`config.mk`:
```
export PLATFORM = sky130hd
export DESIGN_NAME = mem_port_arbiter
export DESIGN_NICKNAME = d
export VERILOG_FILES = /design/src/rtl/mem_port_arbiter_pkg.sv /design/src/rtl/mem_port_arbiter_mux2_w.sv /design/src/rtl/mem_port_arbiter.sv
export SDC_FILE = /design/constraint.sdc
export NUM_CORES = 1
export LEC_CHECK = 0
export BUFFER_PORTS_ARGS = -buffer_cell sky130_fd_sc_hd__buf_4
export CAP_MARGIN = 20
export CELL_PAD_IN_SITES_DETAIL_PLACEMENT = 0
export CELL_PAD_IN_SITES_GLOBAL_PLACEMENT = 2
export CORE_AREA = 5 5 73 124
export DETAILED_ROUTE_END_ITERATION = 16
export DIE_AREA = 0 0 78 129
export GPL_ROUTABILITY_DRIVEN = 0
export HOLD_SLACK_MARGIN = 0.1
export PLACE_DENSITY_LB_ADDON = 0.3
export SETUP_SLACK_MARGIN = 0.15
export SLEW_MARGIN = 20
export SYNTH_ARGS = -nofsm -noshare
export SYNTH_HDL_FRONTEND = slang
export SYNTH_HIERARCHICAL = 1
export SYNTH_SLANG_ARGS = --single-unit
```
`constraint.sdc`:
```
create_clock -name clk -period 2.8 [get_ports clk]
set_input_delay 0.28 -clock clk [delete_from_list [all_inputs] [get_ports clk]]
set_output_delay 0.28 -clock clk [all_outputs]
set_load 0.02 [all_outputs]
```
`src/rtl/mem_port_arbiter_pkg.sv`:
```
// Shared constants and the round-robin pick for the memory port arbiter.
package mem_port_arbiter_pkg;

  localparam int unsigned AW_DEF  = 16;
  localparam int unsigned DW_DEF  = 16;
  localparam int unsigned LAT_DEF = 2;
  localparam int unsigned CNT_W   = 4;

  localparam logic [1:0] ST_IDLE   = 2'd0;
  localparam logic [1:0] ST_ACCESS = 2'd1;
  localparam logic [1:0] ST_DONE   = 2'd2;

  // Single request wins outright; a tie goes to whoever was not served last.
  function automatic logic rr_pick(input logic r0, input logic r1, input logic last);
    return (r0 && r1) ? ~last : r1;
  endfunction

endpackage

```
`src/rtl/mem_port_arbiter_mux2_w.sv`:
```
// Parameterised-width 2:1 select mux in front of the memory port.
module mux2_w #(
  parameter int unsigned W = 1
) (
  input  logic         sel_i,
  input  logic [W-1:0] in0_i,
  input  logic [W-1:0] in1_i,
  output logic [W-1:0] out_o
);

  assign out_o = sel_i ? in1_i : in0_i;

endmodule

```
`src/rtl/mem_port_arbiter.sv`:
```
// Round-robin arbiter and fixed-latency sequencer for the shared memory port.
module mem_port_arbiter
  import mem_port_arbiter_pkg::*;
#(
  parameter int unsigned AW  = AW_DEF,
  parameter int unsigned DW  = DW_DEF,
  parameter int unsigned LAT = LAT_DEF
) (
  input  logic          clk,
  input  logic          rst,
  input  logic          req0,
  input  logic          req1,
  input  logic          we0,
  input  logic          we1,
  input  logic [AW-1:0] addr0,
  input  logic [AW-1:0] addr1,
  input  logic [DW-1:0] wdata0,
  input  logic [DW-1:0] wdata1,
  output logic          ack0,
  output logic          ack1,
  output logic [DW-1:0] rdata,
  output logic          sel,
  output logic          busy,
  output logic          mem_en,
  output logic          mem_we,
  output logic [AW-1:0] mem_addr,
  output logic [DW-1:0] mem_wdata,
  input  logic [DW-1:0] mem_rdata
);

  logic [1:0]       state_q, state_d;
  logic             g_q, g_d;
  logic             last_q, last_d;
  logic [CNT_W-1:0] cnt_q, cnt_d;
  logic [DW-1:0]    rdata_q, rdata_d;
  logic             ack0_q, ack0_d;
  logic             ack1_q, ack1_d;
  logic             busy_q, busy_d;
  logic [0:0]       mux_we;

  mux2_w #(.W(AW)) u_mux_addr (
    .sel_i (g_q),
    .in0_i (addr0),
    .in1_i (addr1),
    .out_o (mem_addr)
  );

  mux2_w #(.W(DW)) u_mux_wdata (
    .sel_i (g_q),
    .in0_i (wdata0),
    .in1_i (wdata1),
    .out_o (mem_wdata)
  );

  mux2_w #(.W(1)) u_mux_we (
    .sel_i (g_q),
    .in0_i (we0),
    .in1_i (we1),
    .out_o (mux_we)
  );

  // Decoded straight from the state register so reset deselects memory at once.
  assign mem_en = (state_q == ST_ACCESS);
  assign mem_we = mem_en & mux_we[0];

  assign sel   = g_q;
  assign ack0  = ack0_q;
  assign ack1  = ack1_q;
  assign busy  = busy_q;
  assign rdata = rdata_q;

  always_comb begin
    state_d = state_q;
    g_d     = g_q;
    last_d  = last_q;
    cnt_d   = cnt_q;
    rdata_d = rdata_q;
    case (state_q)
      ST_IDLE: begin
        if (req0 || req1) begin
          g_d     = rr_pick(req0, req1, last_q);
          cnt_d   = CNT_W'(LAT - 1);
          state_d = ST_ACCESS;
        end
      end
      ST_ACCESS: begin
        if (cnt_q == '0) begin
          if (!mux_we[0]) rdata_d = mem_rdata;
          state_d = ST_DONE;
        end else begin
          cnt_d = cnt_q - CNT_W'(1);
        end
      end
      ST_DONE: begin
        last_d  = g_q;
        state_d = ST_IDLE;
      end
      default: state_d = ST_IDLE;
    endcase
    ack0_d = (state_d == ST_DONE) && !g_q;
    ack1_d = (state_d == ST_DONE) &&  g_q;
    busy_d = (state_d != ST_IDLE);
  end

  always_ff @(posedge clk or posedge rst) begin
    if (rst) begin
      state_q <= ST_IDLE;
      g_q     <= 1'b0;
      last_q  <= 1'b1;
      cnt_q   <= '0;
      rdata_q <= '0;
      ack0_q  <= 1'b0;
      ack1_q  <= 1'b0;
      busy_q  <= 1'b0;
    end else begin
      state_q <= state_d;
      g_q     <= g_d;
      last_q  <= last_d;
      cnt_q   <= cnt_d;
      rdata_q <= rdata_d;
      ack0_q  <= ack0_d;
      ack1_q  <= ack1_d;
      busy_q  <= busy_d;
    end
  end

endmodule
```
# After elaboration in Yosys (flattened, before gate mapping)
# Cells that the tools add are included.
# totals
register_bits,27
input_bits,86
wordCells,39
out_inout_bits,54
latch_bits,0
ramBits,0
memories,0
romBits,0
# classes
div_mod_pow,0
addsub,1
n_reduce_logical,12
multipliers,0
shift,0
order_cmp,0
n_mux,10
n_eq_ne,5
bitwise_logic,3
# op_table
op,count
16-bit 2-to-1 mux,2
4-bit 2-to-1 mux,2
4-bit case mux with 2 select lines,1
3-bit AND reduction,2
2-bit == test (second input constant),2
4-bit zero test,1
2-bit 2-to-1 mux,2
2-bit inequality test (second input constant),2
2-bit case mux with 2 select lines,1
2-bit nonzero test,2
4-bit by 1-bit subtractor with 4-bit output (second input constant),1
1-bit logical AND,3
2-bit by 1-bit == test with 1-bit output (second input constant),1
2-bit zero test,1
1-bit 2-to-1 mux,2
1-bit inverter,2
2-bit AND reduction,1
1-bit bitwise AND,1
1-bit zero test,1
1-bit logical OR,1

# Longest topological paths before layout
# logic_depth
word_depth,5
mapped_depth,7

# By module
# Netlist, hierarchy kept.
# by_module_without_submodules
mod,seq_area_each_um2,area_each_um2,instances,cells_per_inst
mem_port_arbiter,676.9,1173.6,1,83
mux2_w (u_mux_addr ...),0.0,249.0,2,18
mux2_w (u_mux_we),0.0,15.0,1,1

# Least setup slack after synthesis
# No wires, ideal clock.
# synth_path
path_type,flip-flop to flip-flop
startpoint,"reg g_q, in the netlist sel"
endpoint,"reg rdata_q[0], in the netlist rdata[0]"
stages_incl_launch_ff,6
t_arrival_ns,1.934
slack_ns,0.741
required_ns,2.675
path_cell_list,dfrtp_1 > mux2_4 > or4_4 > buf_6 > buf_12 > mux2_4
# synth_between
elab_chain_cells,3
# synth_lines
element,line_no,rtl
start: declaration,mem_port_arbiter.sv:32,"logic g_q, g_d;"
start signal: assignment,mem_port_arbiter.sv:117,g_q <= g_d;
1-bit 2-to-1 mux,mem_port_arbiter_mux2_w.sv:11,assign out_o = sel_i ? in1_i : in0_i;
net mux_we,mem_port_arbiter.sv:39,logic [0:0] mux_we;
1-bit inverter (no source line),--,
3-bit AND reduction (no source line),--,
end signal: assignment,mem_port_arbiter.sv:120,rdata_q <= rdata_d;
end: declaration,mem_port_arbiter.sv:35,"logic [DW-1:0] rdata_q, rdata_d;"
# The timed path passes the listed nets, and every way through them passes these cells.
# A chain may end at the register's enable or synchronous reset.

# Final worst setup path
# layout_path
startpoint,"reg g_q, in the netlist sel"
endpoint,out mem_addr[15]
# layout_between
elab_chain_cells,1
# layout_lines
element,line_no,rtl
16-bit 2-to-1 mux,mem_port_arbiter_mux2_w.sv:11,
end: declaration,mem_port_arbiter.sv:26,"output logic [AW-1:0] mem_addr,"
# No other way between the ends.

==> impl_results.md <==
- Final Core Density: 35.9%
- Total inserted antenna cells: 0
- Slew headroom: 61.9%
- Number of distinct library cells after synthesis: 27
- Ranking of synthesized cells by area: sky130_fd_sc_hd__dfrtp_1 39%, sky130_fd_sc_hd__mux2_4 28%, sky130_fd_sc_hd__mux2_2 12%, sky130_fd_sc_hd__buf_12 3.6%, sky130_fd_sc_hd__buf_6 2.0%
- Post-placement cell count: 344
- Type of origin of the critical path: register
- Setup Viol. Count Final: 0
- Ratio of routed vias to standard cells: 4.31
- CP arrival: 1.70 ns
- Count leader, synth: sky130_fd_sc_hd__mux2_4
- Post-detailed-placement half-perimeter wirelength: 4670 um
- Required @ worst endpoint: 2.52 ns
- Aggregate global routing overflow: 0
- Filler cell count in the final layout: 812
- Die Span Y: 129 um
- Final period util: 70.6%
- Site Rows: 43
- Sequential-to-total area share from yosys stat: 40.1%
- Area of all placed cells without fillers: 2840 sq um
- Power, Total: 2.88 mW
- Pwr Density: 1020 nW/um^2
- Part of the power in the clock network: 11.3%
- Post-synth EDFFs: 0
- Total area of multi-input combinational cells: 897 sq um
- Async set or reset register ratio after synthesis: 100%
- Total I/O pin count: 140
- Final critical-path required period: 1.98 ns
- Dominant register cell in the synthesized netlist: sky130_fd_sc_hd__dfrtp_1
- Yosys reg bits: 27
- Net count after synthesis: 207
- Sequential share of power: 24.8%
- Global-route wire length before repair: 8190 um
- Post-Route WL: 5590 um
- Synthesized cell area: 1690 sq um
- Clock latency on the worst-skew pair: 0.26 ns
- Count of buffers from port buffering: 139
- Peak supply drop: 0.000523 V
- Post-CTS setup-driven buffer insertion count: 0
- Vias in the first global route: 1556
- CTS Sinks: 27
- Starting Density: 21.3%
- Overall via count from detail_route: 1499
- Max Clock Skew: 0.00447 ns
- Cell taking the most area after synthesis: sky130_fd_sc_hd__dfrtp_1
- Switching portion of total power: 39.5%
- CTS Root Buffer Type: sky130_fd_sc_hd__clkbuf_16
- Pin count of the biggest net entering global routing: 38
- Max Slew Vio Count: 0
- Area post-placement: 2760 sq um
- Mapped Avg Cell Area: 14.1 sq um
- Maximum clock frequency: 506 MHz
- Slew of the pin with the lowest slew margin: 0.571 ns
- TritonCTS clock tree: built
- Post-detailed-route wirelength per cell: 16.1 um
- Maximum level of the CTS H-tree: 1
- Detail Route Antenna Nets: 0
- Global-route total usage across every layer: 10.2%
- Top cell type's share of synthesized area: 38.6%
- Setup repair after global routing missed its margin: no
- Sw power: 1.14 mW
- Status: finished clean
- Die Area: 10100 sq um
- Sequential Area: 678 sq um
- Detailed-routing iteration count for the pre-antenna-repair pass: 4
- Number of hold-slack violations in the final timing report: 0
- Total of hold buffers inserted after clock tree synthesis: 0
- Max_cap viols: 0
- Synth Instances: 120
- Part of the power in combinational logic: 63.9%
- Maximum fanout along the worst path: 37
- Leak pwr: 1.51 nW
- Core region area: 7910 sq um
- Final net count: 346
- Resized cells post-CTS: 0
- Number of cells in the finished layout apart from fillers: 348
- Number of antenna violations at the first check in global routing: 0
- Area grow syn2layout: 68.2%
- Worst Setup Path Type: register to output pin
- Max Buffers Root-to-Sink: 2
- Internal power component: 1.74 mW
- Synthesis Warnings: 6
- Number of CTS-inserted buffers: 3
- Sum of negative setup slack: 0 ns
- Nature of the critical path endpoint: output pin
- Worst-path clk slew: 0.07 ns
- DRC violations left: 0
- Post-synth top cells: 31 x sky130_fd_sc_hd__mux2_4, 26 x sky130_fd_sc_hd__dfrtp_1, 18 x sky130_fd_sc_hd__mux2_2
- Worst min path class: input port to asynchronous set/reset pin
- X dimension of the die: 78 um
- Initial DRC count: 10
- Share of final-layout standard cells stronger than drive strength 1: 78.7%
==> worst max-delay path, stage by stage, from the launching register on <==
cell	delay, ns
sky130_fd_sc_hd__dfrtp_2	0.37
sky130_fd_sc_hd__buf_4	0.48
sky130_fd_sc_hd__mux2_2	0.41
sky130_fd_sc_hd__buf_4	0.16
==> routing by layer <==
layer / wire length, um / GRT usage [%]
met5: 0 / 0
met4: 103 / 3.28
met3: 922 / 4.06
met2: 2620 / 17.7
met1: 1940 / 11.3
==> per-stage QoR <==
stage | setup slack (ns) | hold WS, ns
after global placement | 0.936 | 0.491
after CTS | 0.795 | 0.240
after global routing | 0.749 | 0.158
after floorplan | 0.741 | 0.332
final | 0.822 | 0.0785
after detailed placement | 0.908 | 0.494
==> final timing paths <==
kind / startpoint / end / slack, ns / cells after the start
max in group asynchronous: rst / sel / 2.31 / 2
min in group clk: mem_rdata[6] / rdata[6] / 0.24 / 2
setup reg to reg: cnt_q[0] / rdata[0] / 0.91 / 5
setup / recovery: sel / mem_addr[15] / 0.82 / 3
hold / removal: rst / rdata[15] / 0.08 / 2
hold reg to reg: cnt_q[0] / cnt_q[0] / 0.51 / 1
==> flip-flops by register name, summed over array words and instances (netlist names) <==
name and flops:
ack0 1, ack1 1, busy 1, cnt_q 4
last_q 1, rdata 16, sel 1, state_q 2
==> final cells by class <==
cell class	count	share of cell area, %
Inverter	5	0.661
Clock buffer	3	2.65
Sequential cell	27	23.9
Timing Repair Buffer	140	37.0
Tap cell	90	3.97
Clock inverter	1	0.176
Multi-Input combinational cell	82	31.6
==> placed cells by master (no fill, tap or decap), types with 2 or more instances in the layout <==
cell type,n
sky130_fd_sc_hd__buf_4,140
sky130_fd_sc_hd__mux2_4,31
sky130_fd_sc_hd__dfrtp_1,25
sky130_fd_sc_hd__mux2_2,18
sky130_fd_sc_hd__inv_1,4
sky130_fd_sc_hd__nor3_1,4
sky130_fd_sc_hd__nor2_1,3
sky130_fd_sc_hd__nand2_1,3
sky130_fd_sc_hd__clkbuf_16,3
sky130_fd_sc_hd__a21oi_1,2
sky130_fd_sc_hd__mux2i_1,2
sky130_fd_sc_hd__a31o_2,2
sky130_fd_sc_hd__a21boi_0,2
sky130_fd_sc_hd__o21ai_0,2
sky130_fd_sc_hd__and2_1,2
==> logic make-up (layout without fill, tap and decap cells) <==
kind of cell             after synthesis  count (layout)  share of synthesized area [%]
multiplexers                          51              51                           40.8
flip-flops                            27              27                           40.1
AND/OR/NAND/NOR                       19              19                           7.27
AO/OA/AOI/OAI                         11              11                           4.38
buffers and inverters                 11             149                           6.68
adder cells (fa/ha/maj)                1               1                          0.742
==> power by group through the flow <==
stage          Sequential [mW]  Clock [mW]  Combinational, mW
2_1_floorplan            0.875           0               1.11
3_3_place_gp             0.726           0               1.88
3_5_place_dp             0.712           0               1.88
4_1_cts                  0.716       0.335               1.88
5_1_grt                  0.748       0.351               1.98
6_report                 0.715       0.326               1.84
(Power assumes the default switching activity.)
